[config.mk]
export PLATFORM = sky130hd
export DESIGN_NAME = instr_encoder
export DESIGN_NICKNAME = d
export VERILOG_FILES = /design/src/rtl/mips_isa_pkg.sv /design/src/rtl/instr_pack.sv /design/src/rtl/instr_encoder.sv
export SDC_FILE = /design/constraint.sdc
export NUM_CORES = 1
export LEC_CHECK = 0
export CAP_MARGIN = 20
export CELL_PAD_IN_SITES_DETAIL_PLACEMENT = 1
export CELL_PAD_IN_SITES_GLOBAL_PLACEMENT = 2
export CORE_UTILIZATION = 24
export CTS_CLUSTER_DIAMETER = 80
export DETAILED_ROUTE_END_ITERATION = 8
export HOLD_SLACK_MARGIN = 0.02
export PLACE_DENSITY_LB_ADDON = 0.1
export SLEW_MARGIN = 20
export SYNTH_ARGS = -nofsm -noshare
export SYNTH_HDL_FRONTEND = slang
export SYNTH_SLANG_ARGS = --single-unit
[constraint.sdc]
create_clock -name clk -period 2 [get_ports clk]
set_clock_uncertainty 0.2 [all_clocks]
set_input_delay 0.4 -clock clk [delete_from_list [all_inputs] [get_ports clk]]
set_output_delay 0.4 -clock clk [all_outputs]
set_load 0.05 [all_outputs]
[src/rtl/mips_isa_pkg.sv]
// -----------------------------------------------------------------------------
// mips_isa_pkg
//   Shared MIPS subset definitions: mnemonic codes, primary opcodes and
//   R-type funct codes, plus helpers that assemble the three instruction
//   formats. The encoder uses this package, and the main/ALU control decoders
//   use it as well, so both directions of the mapping come from one table.
// -----------------------------------------------------------------------------
package mips_isa_pkg;

    // Symbolic mnemonics. Codes 12-15 are intentionally unassigned (illegal).
    typedef enum logic [3:0] {
        MN_ADD  = 4'd0,
        MN_SUB  = 4'd1,
        MN_AND  = 4'd2,
        MN_OR   = 4'd3,
        MN_SLT  = 4'd4,
        MN_J    = 4'd5,
        MN_BEQ  = 4'd6,
        MN_BNE  = 4'd7,
        MN_ADDI = 4'd8,
        MN_ORI  = 4'd9,
        MN_LW   = 4'd10,
        MN_SW   = 4'd11
    } mnemonic_e;

    // Primary opcodes (instr[31:26]).
    localparam logic [5:0] OP_RTYPE = 6'b000000;
    localparam logic [5:0] OP_J     = 6'b000010;
    localparam logic [5:0] OP_BEQ   = 6'b000100;
    localparam logic [5:0] OP_BNE   = 6'b000101;
    localparam logic [5:0] OP_ADDI  = 6'b001000;
    localparam logic [5:0] OP_ORI   = 6'b001101;
    localparam logic [5:0] OP_LW    = 6'b100011;
    localparam logic [5:0] OP_SW    = 6'b101011;

    // R-type function codes (instr[5:0]).
    localparam logic [5:0] F_ADD = 6'b100000;
    localparam logic [5:0] F_SUB = 6'b100010;
    localparam logic [5:0] F_AND = 6'b100100;
    localparam logic [5:0] F_OR  = 6'b100101;
    localparam logic [5:0] F_SLT = 6'b101010;

    // R-type: shamt is always zero in this subset.
    function automatic logic [31:0] r_word(input logic [4:0] rs, input logic [4:0] rt,
                                           input logic [4:0] rd, input logic [5:0] funct);
        return {OP_RTYPE, rs, rt, rd, 5'b00000, funct};
    endfunction

    function automatic logic [31:0] i_word(input logic [5:0] op, input logic [4:0] rs,
                                           input logic [4:0] rt, input logic [15:0] imm);
        return {op, rs, rt, imm};
    endfunction

    function automatic logic [31:0] j_word(input logic [25:0] target);
        return {OP_J, target};
    endfunction

endpackage

[src/rtl/instr_pack.sv]
// -----------------------------------------------------------------------------
// instr_pack
//   Combinational packer: mnemonic plus operand fields -> 32-bit MIPS word.
//   Only the fields belonging to the selected format reach the word; the rest
//   are ignored so stale values on the bus cannot leak into the encoding.
//
// Ports
//   op_i      4   mnemonic code (12-15 illegal)
//   rs_i      5   rs field
//   rt_i      5   rt field
//   rd_i      5   rd field (R-type only)
//   imm_i     16  immediate/offset (I-type only)
//   target_i  26  jump target (J only)
//   word_o    32  encoded instruction (zero when illegal)
//   illegal_o 1   op_i is not a supported mnemonic
// -----------------------------------------------------------------------------
module instr_pack
    import mips_isa_pkg::*;
(
    input  logic [3:0]  op_i,
    input  logic [4:0]  rs_i,
    input  logic [4:0]  rt_i,
    input  logic [4:0]  rd_i,
    input  logic [15:0] imm_i,
    input  logic [25:0] target_i,
    output logic [31:0] word_o,
    output logic        illegal_o
);

    always_comb begin
        word_o    = '0;
        illegal_o = 1'b0;
        case (op_i)
            MN_ADD:  word_o = r_word(rs_i, rt_i, rd_i, F_ADD);
            MN_SUB:  word_o = r_word(rs_i, rt_i, rd_i, F_SUB);
            MN_AND:  word_o = r_word(rs_i, rt_i, rd_i, F_AND);
            MN_OR:   word_o = r_word(rs_i, rt_i, rd_i, F_OR);
            MN_SLT:  word_o = r_word(rs_i, rt_i, rd_i, F_SLT);
            MN_J:    word_o = j_word(target_i);
            MN_BEQ:  word_o = i_word(OP_BEQ, rs_i, rt_i, imm_i);
            MN_BNE:  word_o = i_word(OP_BNE, rs_i, rt_i, imm_i);
            MN_ADDI: word_o = i_word(OP_ADDI, rs_i, rt_i, imm_i);
            MN_ORI:  word_o = i_word(OP_ORI, rs_i, rt_i, imm_i);
            MN_LW:   word_o = i_word(OP_LW, rs_i, rt_i, imm_i);
            MN_SW:   word_o = i_word(OP_SW, rs_i, rt_i, imm_i);
            default: illegal_o = 1'b1;
        endcase
    end

endmodule

[src/rtl/instr_encoder.sv]
// -----------------------------------------------------------------------------
// instr_encoder
//   Streaming MIPS instruction encoder. Symbolic beats come in on a valid/ready
//   port, are packed by instr_pack and land in a single output register that is
//   presented with a sequential word address on a second valid/ready port.
//
//   Handshake rule (both ports): a transfer happens on a rising clock edge
//   where valid && ready are both high. The producer holds its payload stable
//   while valid is high and ready is low; ready may depend combinationally on
//   the consumer side (in_ready follows out_ready), valid never depends on ready.
//
// Ports
//   clk        1         clock, all state on rising edge
//   reset      1         asynchronous active-high reset
//   clear      1         synchronous restart (flush word, reload address, clear err/count)
//   in_valid   1         input beat valid
//   in_ready   1         encoder can accept a beat
//   in_op      4         mnemonic code
//   in_rs/rt/rd 5        register fields
//   in_imm     16        immediate/offset
//   in_target  26        jump target
//   out_valid  1         encoded word valid
//   out_ready  1         consumer accepts word
//   out_instr  32        encoded instruction
//   out_addr   ADDR_W    word address of out_instr
//   err        1         sticky illegal-mnemonic flag
//   count      ADDR_W+1  words emitted, saturating at 2^ADDR_W
// -----------------------------------------------------------------------------
module instr_encoder
    import mips_isa_pkg::*;
#(
    parameter int ADDR_W    = 6,
    parameter int BASE_ADDR = 0
) (
    input  logic              clk,
    input  logic              reset,
    input  logic              clear,
    input  logic              in_valid,
    output logic              in_ready,
    input  logic [3:0]        in_op,
    input  logic [4:0]        in_rs,
    input  logic [4:0]        in_rt,
    input  logic [4:0]        in_rd,
    input  logic [15:0]       in_imm,
    input  logic [25:0]       in_target,
    output logic              out_valid,
    input  logic              out_ready,
    output logic [31:0]       out_instr,
    output logic [ADDR_W-1:0] out_addr,
    output logic              err,
    output logic [ADDR_W:0]   count
);

    localparam logic [ADDR_W-1:0] BASE      = ADDR_W'(BASE_ADDR);
    localparam logic [ADDR_W:0]   COUNT_MAX = {1'b1, {ADDR_W{1'b0}}};

    logic              valid_q, valid_d;
    logic [31:0]       instr_q, instr_d;
    logic [ADDR_W-1:0] addr_q,  addr_d;
    logic              err_q,   err_d;
    logic [ADDR_W:0]   count_q, count_d;

    logic [31:0] packed_word;
    logic        packed_illegal;
    logic        in_fire;
    logic        out_fire;

    instr_pack u_pack (
        .op_i      (in_op),
        .rs_i      (in_rs),
        .rt_i      (in_rt),
        .rd_i      (in_rd),
        .imm_i     (in_imm),
        .target_i  (in_target),
        .word_o    (packed_word),
        .illegal_o (packed_illegal)
    );

    // The register can take a new word when empty or when its current word
    // leaves on this same edge. clear blocks input so nothing slips past a flush.
    assign in_ready = !clear && (!valid_q || out_ready);
    assign in_fire  = in_valid && in_ready;
    assign out_fire = valid_q && out_ready;

    always_comb begin
        valid_d = valid_q;
        instr_d = instr_q;
        addr_d  = addr_q;
        err_d   = err_q;
        count_d = count_q;

        if (clear) begin
            valid_d = 1'b0;
            instr_d = '0;
            addr_d  = BASE;
            err_d   = 1'b0;
            count_d = '0;
        end else begin
            if (out_fire) begin
                valid_d = 1'b0;
                // Natural ADDR_W-bit overflow gives the mod-2^ADDR_W wrap.
                addr_d  = addr_q + 1'b1;
                if (count_q != COUNT_MAX) begin
                    count_d = count_q + 1'b1;
                end
            end
            // An illegal beat is consumed but never occupies the output register,
            // so a word leaving on the same edge still drops out_valid.
            if (in_fire) begin
                if (packed_illegal) begin
                    err_d = 1'b1;
                end else begin
                    valid_d = 1'b1;
                    instr_d = packed_word;
                end
            end
        end
    end

    always_ff @(posedge clk or posedge reset) begin
        if (reset) begin
            valid_q <= 1'b0;
            instr_q <= '0;
            addr_q  <= BASE;
            err_q   <= 1'b0;
            count_q <= '0;
        end else begin
            valid_q <= valid_d;
            instr_q <= instr_d;
            addr_q  <= addr_d;
            err_q   <= err_d;
            count_q <= count_d;
        end
    end

    assign out_valid = valid_q;
    assign out_instr = instr_q;
    assign out_addr  = addr_q;
    assign err       = err_q;
    assign count     = count_q;

endmodule
==> summary.md <==
| Metric | Value |
|---|---|
| Drt total wl | `8070 um` |
| Setup TNS | `0 ps` |
| Leak Pwr | `1.85 nW` |
| Worst-path cell chain | `clkdlybuf4s50_1 > buf_4 > nor2_2 > buf_12` |
| Critical Path Sink Type | `output pin` |
| Initial antenna violation count | `0` |
| Final worst slack | `68.3 ps` |
| Largest net degree at the start of global routing | `47` |
| Clock latency on the worst-skew pair | `300 ps` |
| DP Area | `3850 um^2` |
| First-pass GRT wire length | `12700 um` |
| Ant diodes | `0` |
| Synth Area in Adders | `1.54%` |
| Largest family of logic cells by synthesized area | `compound AO/OA/AOI/OAI gates` |
| Hold WC Path Type | `in -> async` |
| Area Growth Syn to Fin | `63.5%` |
| Multi-input gate area | `1170 um^2` |
| Maximum clock rate | `0.518 GHz` |
| Slew Limit Fails | `0` |
| RSZ-0062 raised after global routing | `no` |
| Fillcell total | `1159` |
| Async set-reset flop share out of synthesis | `100%` |
| Vias per inst | `4.71` |
| Die Span X | `103 um` |
| Crit-path max FO | `9` |
| Tot GR Track Use | `15.6%` |
| Bufs and invs on worst path | `3` |
| Root Buffer | `clkbuf_8` |
| Power per cell area | `597 nW/um^2` |
| Core box area | `9820 um^2` |
| Clock tree from TritonCTS | `built` |
| Syn Inst Count | `241` |
| Synth Area in XOR/XNOR | `3.60%` |
| GPL Wtd Cong | `0.704` |
| Pre-CTS setup slack | `-347 ps` |
| Nets | `450` |
| CTS buffer count | `5` |
| Vias | `2424` |
| H-tree depth | `2` |
| EDFF count, synth | `0` |
| Setup Crit Path Kind | `in -> out` |
| Wire per inst | `15.7 um` |
| Compound-Gate Fraction of Synth Area | `22.3%` |
| Final period utilization | `96.6%` |
| Slowest cell on crit path | `clkdlybuf4s50_1` |
| Mux contribution to synthesized area | `1.69%` |
| Critical Path RT | `1400 ps` |
| Register area share after synthesis | `47.3%` |
| Simple-gate share of the synthesized area | `18.0%` |
| Die footprint | `10600 um^2` |
| Synth area leader | `dfrtp_1` |
| Area fraction of the dominant cell type after synthesis | `47.3%` |
| Cell Rows | `36` |
| CTS max path bufs | `2` |
| Layout cell share with drive strength beyond 1 | `28.3%` |
| Design area | `3980 um^2` |
| Reg area | `1150 um^2` |
| Endpoints failing setup | `0` |
| Mapped Area | `2440 um^2` |
| CP peak stage delay | `450 ps` |
| ANT nets after route | `0` |
| DR DRC count | `0` |
| CTS clk-pin slew, worst paths | `100 ps` |
| DP Wirelength | `6150 um` |
| WP data arrival | `1330 ps` |
| Ports | `114` |
| Starting Density | `24.8%` |
| Synthesized Nets | `310` |
| Remaining Overflow, GRT | `0` |
| Maxcap violations | `0` |
| Startpoint class of the critical path | `input pin` |
| Peak VDD IR | `279 uV` |
| Count of cell types in the netlist | `46` |
| CTS Hold Buffers Added | `0` |
| Final core utilization | `40.6%` |
| Status | `complete, no violations` |
| DRT iter0 DRCs | `77` |
| Synthesis-stage register bit count | `46` |
| Minimum clock period | `1930 ps` |
| Port-buffer cells | `112` |
| Syn. warnings | `0` |
| Clock Sinks | `46` |
| Top cells by area, synth | `dfrtp_1 (47%), a221o_1 (8.2%), nand2_1 (2.9%)` |
| Placed cells | `508` |
| Most used flip-flop cell after synthesis | `dfrtp_1` |
| Hold Vio Cnt, Final | `0` |
| Die height | `103 um` |
| Syn_area_per_cell | `10.1 um^2` |
| Setup Fix Bufs, Post-CTS | `0` |
| Length of the first detailed-routing pass in iterations | `4` |
| Post-route insts no fill | `515` |
| Vias in the first global route | `2474` |
| CP top delay family | `buffers and inverters` |
[worst paths after layout]
path                       cells after the start             to  slack, ps     startpoint
max in group asynchronous                      3      out_valid       1120          reset
hold / removal                                 3   out_instr[9]        240          reset
hold reg to reg                                2  out_instr[28]        300  out_instr[28]
setup reg to reg                               6  out_instr[11]        320      out_valid
setup / recovery                               4       in_ready         70          clear
min in group clk                               2  out_instr[28]        300  out_instr[28]
[per-layer routing]
metal,share of wire (%),track usage [%]
met5,0,0
met4,0.68,3.58
met2,45,24.9
met3,6.6,2.92
met1,47,21.9
[worst min-delay path, stage by stage]
cell and delay, ps:
clkdlybuf4s50_1 410, inv_2 70, buf_12 250
[final cells by class]
class | instances | share of cell area [%]
timing repair buffer | 150 | 33.8
multi-input combinational | 170 | 29.5
sequential | 46 | 28.9
tap | 133 | 4.18
clock buffer | 5 | 1.73
clock inverter | 3 | 1.10
inverter | 8 | 0.754
[placed cells by master (no fill, tap or decap), drive strengths merged, types with 2 or more instances in the layout]
cell type / count
and3: 9
nand4: 4
nand2: 20
xor2: 6
clkdlybuf4s50: 63
dfrtp: 46
nor2b: 6
mux2i: 3
xnor2: 4
a22o: 3
a221o: 20
a21oi: 7
a32o: 4
a221oi: 5
nor2: 20
clkbuf: 5
a311oi: 2
nor3: 5
o2bb2ai: 2
clkinv: 2
nor4: 2
o21ai: 11
inv: 8
and2: 11
buf: 85
a31oi: 5
nand3: 4
a211oi: 5
ha: 3
dlymetal6s2s: 2
[where the power goes]
part           total (mW)  switching (mW)  internal [mW]  leakage [nW]
Combinational       0.650           0.350          0.299          1.17
Sequential           1.00          0.0303          0.971         0.626
Clock               0.724           0.349          0.375        0.0585
Total                2.38           0.730           1.65          1.85
[repair_timing]
action                     in CTS  in global routing
resized for setup               2                  5
setup endpoints to repair      15                  3
pin swaps                       0                  1
[flip-flops by register name, summed over array words and instances, names as in the netlist]
| signal | count |
|---|---|
| err | 1 |
| out_instr | 31 |
| out_addr | 6 |
| count | 7 |
| out_valid | 1 |
[cells in the mapped netlist, types with 4 or more instances]
library cell,number
and3_1,9
and2_1,8
nand3_1,4
nor3_1,4
nor2_1,18
a21oi_1,7
a221o_1,20
nand2_1,19
dfrtp_1,46
a211oi_1,5
o21ai_0,11
xor2_1,6
a32o_1,4
xnor2_1,4
nand4_1,4
inv_1,7
a31oi_1,5
a221oi_1,5
buf_2,10
[cell families after synthesis]
group                      Yosys count
AOI/OAI and AO/OA                   69
xor gates and xnor gates            10
adders and majority gates            3
buffers and inverters               25
DFF                                 46
muxes                                4
other                                1
and+or+nand+nor                     83
[metrics by stage]
step / power (mW) / hold slack, ps
5_1_grt: 2.48 / 263
3_5_place_dp: 1.68 / 280
6_report: 2.38 / 239
2_1_floorplan: 1.35 / 345
4_1_cts: 2.42 / 249
3_3_place_gp: 1.67 / 266
(Power assumes the default switching activity.)
